===== src/rtl/cw305_burst_reader.sv =====
// cw305_burst_reader: OBI read initiator that streams len words from base into a show-ahead FIFO.
module cw305_burst_reader #(
  parameter int unsigned FIFO_DEPTH = 4,
  parameter int unsigned LEN_W      = 16
) (
  input  logic             clk,
  input  logic             rst,
  input  logic             start,
  input  logic [31:0]      base_addr,
  input  logic [LEN_W-1:0] len,
  output logic             busy,
  output logic             done,
  output logic             req_o,
  input  logic             gnt_i,
  output logic [31:0]      addr_o,
  output logic             we_o,
  output logic [3:0]       be_o,
  input  logic             rvalid_i,
  input  logic [31:0]      rdata_i,
  output logic             rd_valid,
  output logic [31:0]      rd_data,
  input  logic             rd_ready
);

  localparam int unsigned AW = $clog2(FIFO_DEPTH);
  localparam int unsigned CW = AW + 1;

  typedef enum logic [1:0] {
    IDLE,
    RUN,
    FIN
  } state_t;

  state_t           state_q, state_d;
  logic [31:0]      addr_q;
  logic [LEN_W-1:0] req_left_q;
  logic [LEN_W-1:0] rsp_left_q;
  logic [LEN_W-1:0] rsp_left_d;
  logic [CW-1:0]    outst_q;
  logic [CW-1:0]    count_q;
  logic [CW-1:0]    count_d;
  logic [AW-1:0]    wr_ptr_q;
  logic [AW-1:0]    rd_ptr_q;
  logic [31:0]      mem_q [FIFO_DEPTH];
  logic [CW:0]      inflight;
  logic             accept;
  logic             credit;
  logic             fire;
  logic             push;
  logic             pop;
  logic             full;

  // Request/response bookkeeping, FIFO flags and next state.
  // outst+count only falls between grants, so once the credit test passes it
  // stays true until the grant: a raised request cannot be withdrawn.
  always_comb begin
    accept     = (state_q == IDLE) && start;
    inflight   = {1'b0, outst_q} + {1'b0, count_q};
    credit     = inflight < (CW+1)'(FIFO_DEPTH);
    req_o      = (state_q == RUN) && (req_left_q != '0) && credit;
    fire       = req_o && gnt_i;
    push       = (state_q == RUN) && rvalid_i && (outst_q != '0);
    rd_valid   = count_q != '0;
    pop        = rd_valid && rd_ready;
    full       = count_q == CW'(FIFO_DEPTH);
    count_d    = count_q + CW'(push) - CW'(pop);
    rsp_left_d = rsp_left_q - LEN_W'(push);
    busy       = state_q == RUN;
    done       = state_q == FIN;
    addr_o     = addr_q;
    we_o       = 1'b0;
    be_o       = 4'hF;
    rd_data    = rd_valid ? mem_q[rd_ptr_q] : '0;

    state_d = state_q;
    case (state_q)
      IDLE: if (accept) state_d = (len == '0) ? FIN : RUN;
      RUN:  if ((rsp_left_d == '0) && (count_d == '0)) state_d = FIN;
      FIN:  state_d = IDLE;
      default: state_d = IDLE;
    endcase
  end

  // State register.
  always_ff @(posedge clk) begin
    if (rst) state_q <= IDLE;
    else     state_q <= state_d;
  end

  // Address and counters.
  always_ff @(posedge clk) begin
    if (rst) begin
      addr_q     <= '0;
      req_left_q <= '0;
      rsp_left_q <= '0;
      outst_q    <= '0;
      count_q    <= '0;
      wr_ptr_q   <= '0;
      rd_ptr_q   <= '0;
    end else begin
      if (accept && (len != '0)) begin
        addr_q     <= base_addr & 32'hFFFF_FFFC;
        req_left_q <= len;
        rsp_left_q <= len;
      end else begin
        if (fire) begin
          addr_q     <= addr_q + 32'd4;
          req_left_q <= req_left_q - LEN_W'(1);
        end
        rsp_left_q <= rsp_left_d;
      end
      outst_q <= outst_q + CW'(fire) - CW'(push);
      count_q <= count_d;
      if (push) wr_ptr_q <= wr_ptr_q + AW'(1);
      if (pop)  rd_ptr_q <= rd_ptr_q + AW'(1);
    end
  end

  // FIFO storage.
  always_ff @(posedge clk) begin
    if (push) mem_q[wr_ptr_q] <= rdata_i;
  end

  // A push into a full FIFO means the credit rule was broken.
  always_ff @(posedge clk) begin
    if (!rst) assert (!(push && full));
  end

endmodule


===== config.mk =====
export PLATFORM = sky130hd
export DESIGN_NAME = cw305_burst_reader
export DESIGN_NICKNAME = d
export VERILOG_FILES = /design/src/rtl/cw305_burst_reader.sv
export SDC_FILE = /design/constraint.sdc
export NUM_CORES = 1
export LEC_CHECK = 0
export BUFFER_PORTS_ARGS = -buffer_cell sky130_fd_sc_hd__buf_2
export CAP_MARGIN = 20
export CELL_PAD_IN_SITES_DETAIL_PLACEMENT = 0
export CELL_PAD_IN_SITES_GLOBAL_PLACEMENT = 1
export CORE_ASPECT_RATIO = 0.7
export CORE_MARGIN = 5
export CORE_UTILIZATION = 31
export CTS_CLUSTER_SIZE = 16
export DETAILED_ROUTE_END_ITERATION = 8
export PLACE_DENSITY = 0.57
export SYNTH_ARGS = -nofsm -noshare
export SYNTH_HDL_FRONTEND = slang
export SYNTH_SLANG_ARGS = --single-unit

===== constraint.sdc =====
create_clock -name clk -period 3.42 [get_ports clk]
set_input_delay 0 -clock clk [delete_from_list [all_inputs] [get_ports clk]]
set_output_delay 0 -clock clk [all_outputs]
set_load 0.01 [all_outputs]

==> results by stage, run 1 <==
Detailed routing:
- The vias after detailed routing is 6,846.
- The total wirelength of the detailed-routed design is 25.5 mm.
- The DRC violation count after routing is 0.
- After detailed routing, the average wire length per cell comes to 18.6 µm.
- The number of DRC violations after detailed-routing iteration 0 is 440.
- The pre-antenna-repair detailed-routing pass consisted of 5 iterations.
- The count of nets left with antenna violations once routing finished came out at 0.
- Dividing the detail-routed via count by the number of cells gives 4.97.

Logic synthesis:
- In the synthesized netlist, the number of instances is 750.
- After synthesis the netlist holds a flip-flop and latch count of 204.
- After synthesis, the most frequently instantiated cells are sky130_fd_sc_hd__edfxtp_1, sky130_fd_sc_hd__dfxtp_1, sky130_fd_sc_hd__nor2_1, sky130_fd_sc_hd__and2_1, sky130_fd_sc_hd__nand2_1.
- The number of warnings issued by yosys is 0.
- For this run, asynchronously set or reset flops after synthesis account for 0%.
- The synthesized design contains 128 enable-type register cells.
- In the post-synthesis netlist, the biggest area contributors are sky130_fd_sc_hd__edfxtp_1, sky130_fd_sc_hd__dfxtp_1, sky130_fd_sc_hd__mux4_2.
- Yosys mapped the design onto 64 distinct sky130hd cell types.
- Among all cell types in the netlist, the one instantiated most often is sky130_fd_sc_hd__edfxtp_1.
- For this run, the leading register cell type out of synthesis is sky130_fd_sc_hd__edfxtp_1.
- In this run the cell area of the synthesized design comes to 9240 µm².
- Dividing the synthesized area by the synthesized cell count gives 12.3 µm².
- The area share of the largest cell type after synthesis is 41.6%.
- Summed over all instances, the cell type with the most area after synthesis is sky130_fd_sc_hd__edfxtp_1.
- Of the synthesized area, sequential elements account for 58.1%.

Power and ir drop:
- The analysis attributes to cell leakage a power of 4.38 nW.
- In this run the power density over the cells is 621 nW/µm².
- The peak ir drop on the vdd network is 0.294 mV.

Placed design:
- Detailed placement finished with a half-perimeter wire length of 17.3 mm.
- The post-placement cell count is 1,255.
- Buffers placed on the I/O ports in this run total 149.
- The global placement routability congestion is 0.748.

Worst setup path:
- The critical path is of the reg -> reg type.
- The worst setup path is captured at a register.
- The worst path arrival time is 3630 ps.
- Along the worst path, the maximum fanout reaches 3.
- The critical path data required time is 3840 ps.
- The category of the worst setup path launch point is a register.

Cells and area:
- After the last flow step, the layout net total stands at 1,085.
- The fraction of final layout cells sized beyond drive strength 1 is 26.0%.
- The final design utilization is 41.1%.
- The growth of design area from synthesis to finish is 29.7%.
- The number of standard cells in the layout, taps in and fillers out is 1,377.

STA:
- On the final layout, the worst clock skew is 6.46 ps.
- In this run the tightest slew margin relative to its limit is 39.3%.
- The final-report max-slew violation count was 0.
- The minimum clock period is 3210 ps.
- The total of endpoints with negative setup slack in the final report is 0.
- Static timing analysis puts the maximum clock frequency at 311 MHz.
- For the pin with the worst max-slew slack, the measured transition is 909 ps.
- The setup TNS is 0 ps.
- Setup repair after global routing left no endpoint under its margin.
- The hold violation total from the final report is 0.
- After layout, the worst path uses 93.9% of the clock period.
- The worst hold margin is 70.0 ps.

Clock network:
- The clock drives 204 sinks.
- Buffers inserted during clock tree synthesis total 22.
- In this run the clock root is driven by a sky130_fd_sc_hd__clkbuf_16.
- In this run the number of H-tree levels came out at 1.
- The post-CTS repair timing setup buffer count is 0.
- The clock tree buffer depth is 3.
- The clock latency on the worst-skew pair is 500 ps.
- The clock tree from TritonCTS is built.
- After clock tree synthesis, the clock-pin slew on the worst setup and hold paths is 60 ps.

Global routing:
- Global routing used 14.9% of the available tracks across all layers.
- The initial antenna violation count is 2.
- The first global-routing pass estimated 40.0 mm of wire.
- The via count of the first global-routing pass is 6,786.
- Entering global routing, the biggest net connects 60 pins.
- After global routing the overflow that remains totals 0.

Die:
- Measured along the y axis, the die boundary spans 154 µm.
- The initialized floorplan defines 52 standard-cell rows.
- The die covers 33,400 µm².
- The die width is 216 µm.
- The floorplan step defined a core boundary enclosing 29,100 µm².
- The top-level port count is 159.
- For this configuration, the core starts out at a cell density of 31.7%.

Hold path:
- The tightest min-delay check is of the in -> reg type.

Status:
- The run finished with clean final reports.

Flow run:
- The max capacitance violation total is 0.
flip-flops by register name, summed over array words and instances (netlist names), named ones only:
register,flops
state_q,2
addr_o,30
req_left_q,16
rsp_left_q,16
mem_q,128
rd_ptr_q,2
wr_ptr_q,2
outst_q,3
count_q,3
what timing repair did:
action / 4_1_cts / 5_1_grt
gates resized for setup: 0 / 3
hold buffers: 81 / 0
endpoints found under the setup margin: 0 / 1
endpoints found under the hold margin: 193 / 0
critical path, stage by stage, from the launching register on:
cell	delay, ps
sky130_fd_sc_hd__dfxtp_1	310
sky130_fd_sc_hd__or3_1	380
sky130_fd_sc_hd__and2_4	180
sky130_fd_sc_hd__ha_1	280
sky130_fd_sc_hd__inv_1	50
sky130_fd_sc_hd__ha_1	130
sky130_fd_sc_hd__inv_1	40
sky130_fd_sc_hd__fa_1	500
sky130_fd_sc_hd__nand4b_1	110
sky130_fd_sc_hd__nor4_2	210
sky130_fd_sc_hd__nand3_1	100
sky130_fd_sc_hd__a2111o_1	310
sky130_fd_sc_hd__or3_1	330
sky130_fd_sc_hd__a211oi_2	200
layout by cell type (no fill, tap or decap), types with 4 or more instances in the layout:
cell | netlist | layout
sky130_fd_sc_hd__a211oi_1 | 34 | 33
sky130_fd_sc_hd__a21oi_1 | 27 | 27
sky130_fd_sc_hd__a311oi_1 | 9 | 9
sky130_fd_sc_hd__a31oi_1 | 9 | 9
sky130_fd_sc_hd__and2_1 | 40 | 39
sky130_fd_sc_hd__and3_1 | 12 | 12
sky130_fd_sc_hd__buf_2 | 2 | 149
sky130_fd_sc_hd__buf_4 | 7 | 23
sky130_fd_sc_hd__clkbuf_16 | 0 | 23
sky130_fd_sc_hd__clkinv_1 | 0 | 4
sky130_fd_sc_hd__conb_1 | 2 | 7
sky130_fd_sc_hd__dfxtp_1 | 76 | 75
sky130_fd_sc_hd__dlygate4sd3_1 | 0 | 81
sky130_fd_sc_hd__edfxtp_1 | 128 | 128
sky130_fd_sc_hd__ha_1 | 15 | 15
sky130_fd_sc_hd__inv_1 | 15 | 15
sky130_fd_sc_hd__mux4_2 | 32 | 32
sky130_fd_sc_hd__nand2_1 | 36 | 36
sky130_fd_sc_hd__nand2b_1 | 10 | 10
sky130_fd_sc_hd__nand3_1 | 22 | 21
sky130_fd_sc_hd__nand4_1 | 10 | 10
sky130_fd_sc_hd__nor2_1 | 64 | 64
sky130_fd_sc_hd__nor2b_1 | 6 | 5
sky130_fd_sc_hd__nor3_1 | 20 | 20
sky130_fd_sc_hd__nor3b_1 | 4 | 4
sky130_fd_sc_hd__nor4_1 | 14 | 13
sky130_fd_sc_hd__o211ai_1 | 5 | 5
sky130_fd_sc_hd__o21ai_0 | 28 | 28
sky130_fd_sc_hd__o311ai_0 | 4 | 4
sky130_fd_sc_hd__or3_1 | 7 | 7
sky130_fd_sc_hd__xnor2_1 | 13 | 13
sky130_fd_sc_hd__xor2_1 | 14 | 14
power breakdown:
group / internal, mW / switching, mW
logic: 0.961 / 1.08
registers: 2.78 / 0.196
clock network: 1.45 / 0.976
total: 5.19 / 2.25
metrics by stage:
stage	power [mW]	cell area, µm²	worst slack, ps
2_1_floorplan	4.25	9260	91.7
4_1_cts	7.55	12000	138
3_5_place_dp	5.02	10400	138
6_report	7.44	12000	207
5_1_grt	7.89	12000	14.8
3_3_place_gp	5.01	10400	190
layout make-up:
class | instances | area, µm²
Multi-Input combinational cell | 485 | 3620
Inverter | 16 | 60.1
Antenna cell | 2 | 5.00
Clock inverter | 13 | 148
Sequential cell | 204 | 5370
Clock buffer | 26 | 587
Fill cell | 2784 | 17200
Timing Repair Buffer | 253 | 1730
Tap cell | 378 | 473
cell families after synthesis:
family	after synthesis	synth area share, %
DFF	204	58.1
buffers and inverters	66	3.24
AOI/OAI and AO/OA	136	10.2
adders and majority gates	17	2.46
xor gates and xnor gates	27	2.56
and+or+nand+nor	264	15.4
other	2	0.0813
muxes	34	8.03
final timing paths:
kind                  start              to  slack [ps]  cells past startpoint
min reg2reg  req_left_q[10]  req_left_q[10]         480                      2
min                     rst      addr_o[11]          70                      4
max              count_q[0]      state_q[1]         210                     13
max reg2reg      count_q[0]      state_q[1]         210                     13
per-layer routing:
layer | vias to the layer above | global-route usage [%] | wire length [µm]
li1 | 3308 | - | -
met1 | 3351 | 22.8 | 13100
met2 | 161 | 22.1 | 10800
met3 | 26 | 2.81 | 1230
met4 | 0 | 2.75 | 368
met5 | - | 0 | 0
Power figures use the tool's default switching activity.
==> run 2, diff against run 1 <==
- clock period: 3.42 -> 2.9 ns (I/O delays scaled with it)
==> run 2 against run 1 <==
  * The run now ends with setup timing left
  * Sequential cell count unchanged
  * Critical path depth unchanged
  * Fmax up 4.7%
  * Register-to-register slack worse by 370 ps
  * Worst hold slack worse by 48 ps
  * Sequential share of layout area down 0.65 points
  * Largest power group unchanged
==> results by stage, run 2 (synthesis results as in run 1) <==
Cells and area:
- The flip-flop count of the largest register after layout was 128 (unchanged).
- In the layout the commonest cells are sky130_fd_sc_hd__buf_2, sky130_fd_sc_hd__edfxtp_1, sky130_fd_sc_hd__dlygate4sd3_1, sky130_fd_sc_hd__dfxtp_1, sky130_fd_sc_hd__nor2_1.
- The number of standard cells in the layout, taps in and fillers out came to 1,393 (+1.2%).
- Ranked by flip-flop count, first place goes to mem_q.
- The antenna diode count is 0 (-2).
- The final design utilization is 41.7% (+0.63 points).
- The fraction of final layout cells sized beyond drive strength 1 is 28.2% (+2.2 points).
- The most common cell after layout, fill and taps aside is sky130_fd_sc_hd__buf_2.
- The post-layout net count is 1,102 (+1.6%).
- Compared with the post-synthesis result, the final layout area differs by 31.7%.

Placed design:
- The count of input and output buffers came to 149 (unchanged).
- The global placement routability congestion is 0.769 (+2.9%).
- The HPWL reported at the end of detailed placement was 16.9 mm (-2.3%).
- The post-placement cell count came to 1,270 (+1.2%).
- The post-place setup slack is -311 ps (-449 ps).

Worst setup path:
- The number of cells traversed by the worst register-to-register path is 13 (unchanged).
- The startpoint of the worst-slack reg-to-reg timing path is count_q[1].
- The capture point of the worst reg-to-reg path is state_q[1].
- The largest fanout on the critical path was 2 (-1).
- The critical path data required time was 3320 ps (-520 ps).
- The slowest stage of the critical path belongs to the cell sky130_fd_sc_hd__fa_1.
- Walking the worst path, the cells encountered are or3_4 > and2_4 > ha_4 > inv_2 > ha_4 > inv_2 > fa_1 > nand4b_1 > nor4_2 > nand3_1 > a2111o_1 > or3_1 > a211oi_2.
- The type of the worst setup path is reg -> reg.
- The biggest cell delay along the critical path is 510 ps (about the same).
- The worst path arrival time is 3490 ps (-140 ps).
- In this run the worst setup path begins at count_q[1].
- The endpoint class of the critical path is a register.
- The worst setup slack for register-to-register paths is -170 ps (-370 ps).
- The worst setup path is launched from a register.
- The family of cells with the greatest summed delay on the critical path is simple AND/OR/NAND/NOR gates.
- The buffering stage count on the worst path with inverters included is 2 (unchanged).

Detailed routing:
- The first-pass detailed-route iteration total came to 4 (-1).
- The detailed-route vias per instance came to 4.90 (-1.4%).
- The average wire length per cell after detail routing is 18.2 µm (-2.1%).
- The number of DRC violations after detailed-routing iteration 0 is 379 (-14%).
- The total wirelength of the detailed-routed design was 25.3 mm (-0.95%).
- The vias after detailed routing was 6,831 (-0.22%).
- The DRC violation count after routing is 0 (unchanged).
- The remaining antenna violation count was 0 (unchanged).

Global routing:
- The total global routing overflow is 0 (unchanged).
- The total routing usage reported by global routing was 14.8% (-0.053 points).
- The via count of the first global-routing pass is 6,898 (+1.7%).
- The initial antenna violation count came to 0 (-2).
- The pin count of the biggest net entering global routing is 60 (unchanged).
- The first-pass GRT wire length is 40.1 mm (+0.28%).

Clock network:
- The clock root buffer is sky130_fd_sc_hd__clkbuf_16.
- The CTS clock-pin slew for the worst setup and hold paths is 60 ps (about the same).
- The clock tree from TritonCTS is built.
- The H-tree depth was 1 (unchanged).
- The number of clock sinks is 204 (unchanged).
- The clock tree buffer depth is 3 (unchanged).
- The clock latency on the worst-skew pair is 500 ps (about the same).
- The total clock buffers created by CTS is 22 (unchanged).

STA:
- The actual transition at the worst max-transition pin is 729 ps (-180 ps).
- The total of endpoints with negative setup slack in the final report is 2 (+2).
- The relative slew slack is 51.4% (+12 points).
- The maximum operating frequency is 326 MHz (+4.7%).
- The worst hold margin is 22.1 ps (-47.8 ps).
- The minimum clock period is 3070 ps (-145 ps).
- Setup repair after global routing could not meet its margin everywhere.
- The worst-case setup margin in the final layout came to -167 ps (-375 ps).
- The final setup skew is 12.9 ps (+6.42 ps).
- The final-report max-slew violation count was 0 (unchanged).
- The hold violation total from the final report is 0 (unchanged).
- The part of the cycle the worst path needs is 106% (+12 points).

Die:
- The number of placement rows was 52 (unchanged).
- The top-level port count is 159 (unchanged).
- The height of the chip is 154 µm (unchanged).
- The core outline area is 29,100 µm² (unchanged).
- The area of the die came to 33,400 µm² (unchanged).
- The starting density of the core is 31.7% (unchanged).
- The die width is 216 µm (unchanged).

Power and ir drop:
- The share of power burned in combinational logic was 29.3% (+1.9 points).
- The internal power summed over all cells was 6.26 mW (+21%).
- The switching part of the total is 30.2% (-0.042 points).
- The power density of the placed cells came to 737 nW/µm² (+19%).
- The reported leakage power is 4.47 nW (+2.1%).
- The sequential fraction of design power is 39.0% (-1.0 points).
- The net switching power of the design is 2.70 mW (+20%).
- The clock network power share is 31.7% (-1.0 points).
- The peak ir drop on the vdd network is 0.376 mV (+28%).

Status:
- The checks that failed: setup timing.
- The run finished, with violations left.

Hold path:
- The number of cells on the worst hold path is 5 (+1).
- The path type of the worst min-delay path is in -> reg.
- The worst hold path begins at rd_ready.

Flow run:
- The max capacitance violation total came to 0 (unchanged).
run 2: cell types whose count changed in the layout (fill, tap and decap cells not counted), moves of 2 or more:
| cell | change |
|---|---|
| sky130_fd_sc_hd__diode_2 | -2 |
| sky130_fd_sc_hd__dfxtp_1 | -3 |
| sky130_fd_sc_hd__and2_2 | +4 |
| sky130_fd_sc_hd__buf_4 | +15 |
| sky130_fd_sc_hd__clkinvlp_4 | -2 |
| sky130_fd_sc_hd__clkinv_1 | +6 |
| sky130_fd_sc_hd__nor2b_4 | +2 |
| sky130_fd_sc_hd__ha_1 | -2 |
| sky130_fd_sc_hd__and2_1 | -4 |
| sky130_fd_sc_hd__dfxtp_2 | +3 |
| sky130_fd_sc_hd__inv_2 | +2 |
| sky130_fd_sc_hd__inv_1 | -2 |
| sky130_fd_sc_hd__ha_4 | +2 |
run 2: worst reg2reg max path, delay by kind of cell (launching register included):
| kind | cells | cell delay, ps |
|---|---|---|
| simple gates | 6 | 1220 |
| buf+inv | 2 | 90 |
| compound gates | 2 | 510 |
| fa+ha+maj | 3 | 850 |
| flops | 1 | 320 |
run 2: how the worst max path moves through the flow:
| stage | to | slack, ps | cells after the start |
|---|---|---|---|
| 2_1_floorplan | state_q[1] | -180 | 13 |
| 3_3_place_gp | state_q[1] | -250 | 13 |
| 3_5_place_dp | state_q[1] | -310 | 13 |
| 4_1_cts | state_q[1] | -220 | 13 |
| 5_1_grt | state_q[1] | -380 | 13 |
| 6_report | state_q[1] | -170 | 13 |
run 2: per-layer routing:
metal	GRT usage (%)	wire [µm]
met2	21.8	10600
met3	2.79	1080
met4	2.63	416
met1	23.0	13200
met5	0	0
run 2: power by group through the flow:
| stage | Combinational, mW | Sequential, mW | Clock, mW |
|---|---|---|---|
| final | 2.62 | 3.50 | 2.84 |
| after CTS | 2.63 | 3.50 | 2.96 |
| after detailed placement | 2.50 | 3.56 | 0 |
| after global routing | 2.90 | 3.53 | 3.07 |
| after floorplan | 1.56 | 3.49 | 0 |
| after global placement | 2.51 | 3.56 | 0 |
run 2: what timing repair did:
action                                  4_1_cts  5_1_grt
setup buffers                                 1        1
endpoints found under the setup margin        2        4
hold buffers                                 81        0
cloned                                        0        0
hold endpoints to repair                    191        0
pin swaps                                     2        1
resized for setup                             4        8
run 2: final cells by class:
cell class,instances,area (µm²)
well taps,378,473
clock inverters,15,141
inverters,16,60.1
clock buffers,25,583
flip-flops and latches,204,5370
repair buffers,270,1870
fillers,2807,17000
multi-input cells,485,3670
run 2: per-stage QoR:
stage                     setup TNS (ps)  power [mW]  instance area [µm²]
after floorplan                     -184        5.04                 9290
after global placement              -273        6.07                10600
after detailed placement            -425        6.06                10600
after CTS                           -225        9.09                12100
after global routing                -610        9.50                12200
final                               -198        8.96                12200
